--- src/rtl/clk_branch_seq.sv ---
// clk_branch_seq: staggered thermometer sequencer for the leaf clock-gate enables of the jpeg_encoder clock tree
// Ports: clk (root clock), rst (async, active-high), run_req (clock request level), activity (pipeline busy),
//        branch_en[NUM_BRANCHES] (registered gate enables), all_on / all_off (registered state flags).
// Optional: define CLK_BRANCH_IDLE_OFF_EN to power the branches down after IDLE_CYCLES inactive cycles in ON.
module clk_branch_seq #(
  parameter int NUM_BRANCHES = 8,
  parameter int STAGGER = 4,
  parameter int IDLE_CYCLES = 64
) (
  input  logic clk,
  input  logic rst,
  input  logic run_req,
  input  logic activity,
  output logic [NUM_BRANCHES-1:0] branch_en,
  output logic all_on,
  output logic all_off
);
  localparam int SW = $clog2(STAGGER + 1);
  typedef enum logic [1:0] {OFF, RAMP_UP, ON, RAMP_DOWN} state_t;
  state_t state, state_nxt;
  logic [SW-1:0] cnt, cnt_nxt;
  logic [NUM_BRANCHES-1:0] en_nxt;
  logic go, idle_hit, tick, up, dn;
`ifdef CLK_BRANCH_IDLE_OFF_EN
  localparam int IW = $clog2(IDLE_CYCLES + 1);
  logic [IW-1:0] idle, idle_nxt;
  logic park, park_nxt;
  // a parked sequencer ignores run_req until activity returns or the request drops
  always_comb begin
    idle_nxt = (state != ON || activity) ? '0 : (idle == IW'(IDLE_CYCLES)) ? idle : idle + 1'b1;
    idle_hit = state == ON && run_req && idle_nxt == IW'(IDLE_CYCLES);
    go = run_req && (!park || activity);
    park_nxt = idle_hit || (park && run_req && !activity);
  end
  always_ff @(posedge clk or posedge rst)
    if (rst) begin
      idle <= '0;
      park <= 1'b0;
    end else begin
      idle <= idle_nxt;
      park <= park_nxt;
    end
`else
  logic unused;
  assign unused = activity;
  assign go = run_req;
  assign idle_hit = 1'b0;
`endif
  // one bit moves per event; the resulting thermometer value decides whether a ramp has completed
  always_comb begin
    tick = cnt == SW'(STAGGER - 1);
    up = go && (state == OFF || state == RAMP_DOWN || (state == RAMP_UP && tick));
    dn = (state == RAMP_UP && !go) || (state == ON && (!run_req || idle_hit)) || (state == RAMP_DOWN && !go && tick);
    en_nxt = up ? {branch_en[NUM_BRANCHES-2:0], 1'b1} : dn ? branch_en >> 1 : branch_en;
    state_nxt = !(up || dn) ? state : &en_nxt ? ON : ~|en_nxt ? OFF : up ? RAMP_UP : RAMP_DOWN;
    cnt_nxt = (up || dn || state == OFF || state == ON) ? '0 : cnt + 1'b1;
  end
  always_ff @(posedge clk or posedge rst)
    if (rst) begin
      state <= OFF;
      branch_en <= '0;
      cnt <= '0;
      all_on <= 1'b0;
      all_off <= 1'b1;
    end else begin
      state <= state_nxt;
      branch_en <= en_nxt;
      cnt <= cnt_nxt;
      all_on <= state_nxt == ON;
      all_off <= state_nxt == OFF;
    end
endmodule

--- config.mk ---
export PLATFORM = sky130hd
export DESIGN_NAME = clk_branch_seq
export DESIGN_NICKNAME = d
export VERILOG_FILES = /design/src/rtl/clk_branch_seq.sv
export SDC_FILE = /design/constraint.sdc
export NUM_CORES = 1
export LEC_CHECK = 0
export ABC_CLOCK_PERIOD_IN_PS = 6400
export BUFFER_PORTS_ARGS = -buffer_cell sky130_fd_sc_hd__buf_2
export CAP_MARGIN = 20
export CORE_UTILIZATION = 45
export CTS_BUF_LIST = sky130_fd_sc_hd__clkbuf_2 sky130_fd_sc_hd__clkbuf_4 sky130_fd_sc_hd__clkbuf_8
export DETAILED_ROUTE_END_ITERATION = 12
export PLACE_DENSITY = 0.73
export SLEW_MARGIN = 20
export SYNTH_ARGS = -nofsm -noshare
export SYNTH_HDL_FRONTEND = slang
export SYNTH_SLANG_ARGS = --single-unit
export TNS_END_PERCENT = 10
--- constraint.sdc ---
create_clock -name clk -period 6.4 [get_ports clk]
set_clock_uncertainty 0.05 [all_clocks]
set_input_delay 1.28 -clock clk [delete_from_list [all_inputs] [get_ports clk]]
set_output_delay 1.28 -clock clk [all_outputs]
set_load 0.01 [all_outputs]
==> flow_summary_export.csv <==
group,metric,value,unit
layout,mostFrequentLayoutCell,"nand2_1",
critical_path,required,6.51,ns
route,wire_per_inst,12.50,um
grt,grt_first_pass_wirelength,2539,um
run_status,outcome,"finished, final reports clean",
cts,clkSinkCount,15,
layout,area_growth,9.400,%
cts,cts_setup_buffers,0,
placement,place.detailed.hpwl,1218,um
grt,antenna_found_initial,0,
cts,cts-buffers-inserted,3,
die,core_area,0.001982,sq mm
layout,drive_above_1_share,0.2162,
synthesis,yosysSeqAreaShare,0.3930,
layout,layout_common_cells,"17 x nand2_1, 14 x dfrtp_1, 12 x buf_2",
power,power.density,505.7,mW/mm^2
cts,postCtsHoldBufs,0,
critical_path,cp.arrival,3.02,ns
critical_path,path_delay_family,"compound AO/OA/AOI/OAI gates",
route,ant_nets,0,
timing,slew-limit-headroom,0.5266,
synthesis,async_flop_share,1.000,
synthesis,synth-edff-count,0,
critical_path,path_cells,"ha_1 > ha_1 > a211oi_4 > mux2_1 > o22ai_1 > o211ai_1 > nor4b_2 > a21oi_1",
critical_path,cp_num_buf_inv,0,
grt,grt_pass1_vias,585,
cts,clk_pin_slew,0.09,ns
route,routed-via-count,746,
timing,finalSetupViolations,0,
synthesis,synth_flop_cell,"dfrtp_1",
grt,grt_usage,0.1623,
timing,hold_viol,0,
hold_path,hp-class,"reg -> reg",
route,postRouteWirelength,1725,um
synthesis,postSynthAreaPerCell,9.681,sq um
route,post-route-drc-count,0,
layout,final_nets,122,
timing,tightest_slew,0.7078,ns
synthesis,syn_nets,109,
die,io_pins,14,
grt,grt_max_degree,22,
timing,fin_crit_sh,0.4556,
die,die_h,48.15,um
cts,ctsHtreeMaxLevel,1,
job,cap_violations,0,
die,fp.dieArea,0.002318,sq mm
placement,gp_congestion,0.7813,
route,firstDrtPassIters,4,
cts,cts_tree,"built",
critical_path,worstRegToRegCells,8,
cts,clk_latency,0.28,ns
critical_path,max_stage_delay,0.68,ns
layout,finish.utilization,0.5290,
synthesis,synth-seq-cells,15,
critical_path,worst-path-stages,8,
grt,gr-total-overflow,0,
critical_path,critPathCaptureType,"register",
cts,cts-resized-gates,0,
critical_path,path_class,"reg -> reg",
route,via_per_inst,5.406,
power,leakage,0.4993,nW
synthesis,ys_types,33,
die,rows,16,
synthesis,synthCells,99,
critical_path,cp_max_fo,14,
timing,grt_setup_unrepaired,"false",
timing,max_freq,342.9,MHz
critical_path,cpMaxStageDelayCell,"a211oi_4",
cts,cts.path.max_buffers,2,
timing,drv_slew,0,
cts,root_buffer,"clkbuf_4",
route,drtIter0Drc,10,
timing,min_period,2.916,ns
critical_path,crit_top_cell,"ha_1",
timing,setup-tns-final,0,ns
power,finalPower,0.5302,mW
critical_path,critPathLaunchType,"register",
die,start_util,0.4836,
die,fp.dieW,48.15,um
hold_path,min_path_cells,1,
placement,io_buffers,12,
synthesis,synthesis.area,958.4,sq um
power,ir_worst_vdd,0.0002209,V
layout,n_antenna_cell,0,
synthesis,ys.warnings.count,0,
## routing by layer
layer / vias to the layer above / track usage / share of wire
met3: 4 / 0.03333 / 0.042
met4: 0 / 0.09444 / 0.013
met2: 13 / 0.2400 / 0.46
met1: 352 / 0.2184 / 0.48
met5: - / 0 / 0
li1: 377 / - / -
## Yosys cell counts, types with 2 or more instances
master,count,area (sq um)
dfrtp_1,14,350.3
mux2i_1,10,100.1
ha_1,6,75.07
nor2_1,5,18.77
nor2b_1,2,12.51
a211oi_1,3,22.52
nand2_1,17,63.81
inv_1,6,22.52
nor3_1,4,20.02
o21ai_0,4,20.02
a31oi_1,2,12.51
a21oi_1,5,25.02
## kinds of logic after synthesis
| logic type | share of synthesized area |
|---|---|
| buf+inv | 0.05873 |
| mux | 0.1162 |
| fa+ha+maj | 0.07833 |
| simple gates | 0.1554 |
| compound gates | 0.1984 |
| flops | 0.3930 |
## state kept, by name (all words and copies together) (netlist names)
| signal | count |
|---|---|
| branch_en | 8 |
| all_off | 1 |
| cnt | 3 |
| all_on | 1 |
| state | 2 |
## final timing paths
check	endpoint	slack [ns]	startpoint
worst max-delay path	state[0]	3.48	cnt[0]
worst min-delay path	cnt[0]	0.41	cnt[0]
worst max register to register	state[0]	3.48	cnt[0]
worst min register to register	cnt[0]	0.41	cnt[0]
max in group asynchronous	branch_en[1]	4.92	rst
min in group asynchronous	branch_en[7]	1.00	rst
## report_power, final
group | switching, mW | internal [mW]
registers | 0.0483 | 0.132
clock network | 0.0294 | 0.0284
logic | 0.162 | 0.130
total | 0.239 | 0.291
## final cells by class
cell class / instances / area [sq um]
Tap cell: 27 / 33.78
Inverter: 6 / 22.52
Sequential cell: 15 / 376.6
Timing Repair Buffer: 12 / 60.06
Clock buffer: 4 / 30.03
Fill cell: 173 / 933.4
Multi-Input combinational cell: 74 / 525.5
## per-stage QoR
step	instance area, sq um	hold slack [ns]	worst slack (ns)	cells
finish	1049	0.4074	3.484	138
floorplan	958.4	0.3596	4.043	99
CTS	1049	0.4100	3.447	138
global placement	1018	0.3722	3.502	134
global route	1049	0.4115	3.321	138
detailed placement	1018	0.3981	3.471	134
No activity file was read; power rests on OpenSTA's default activity.
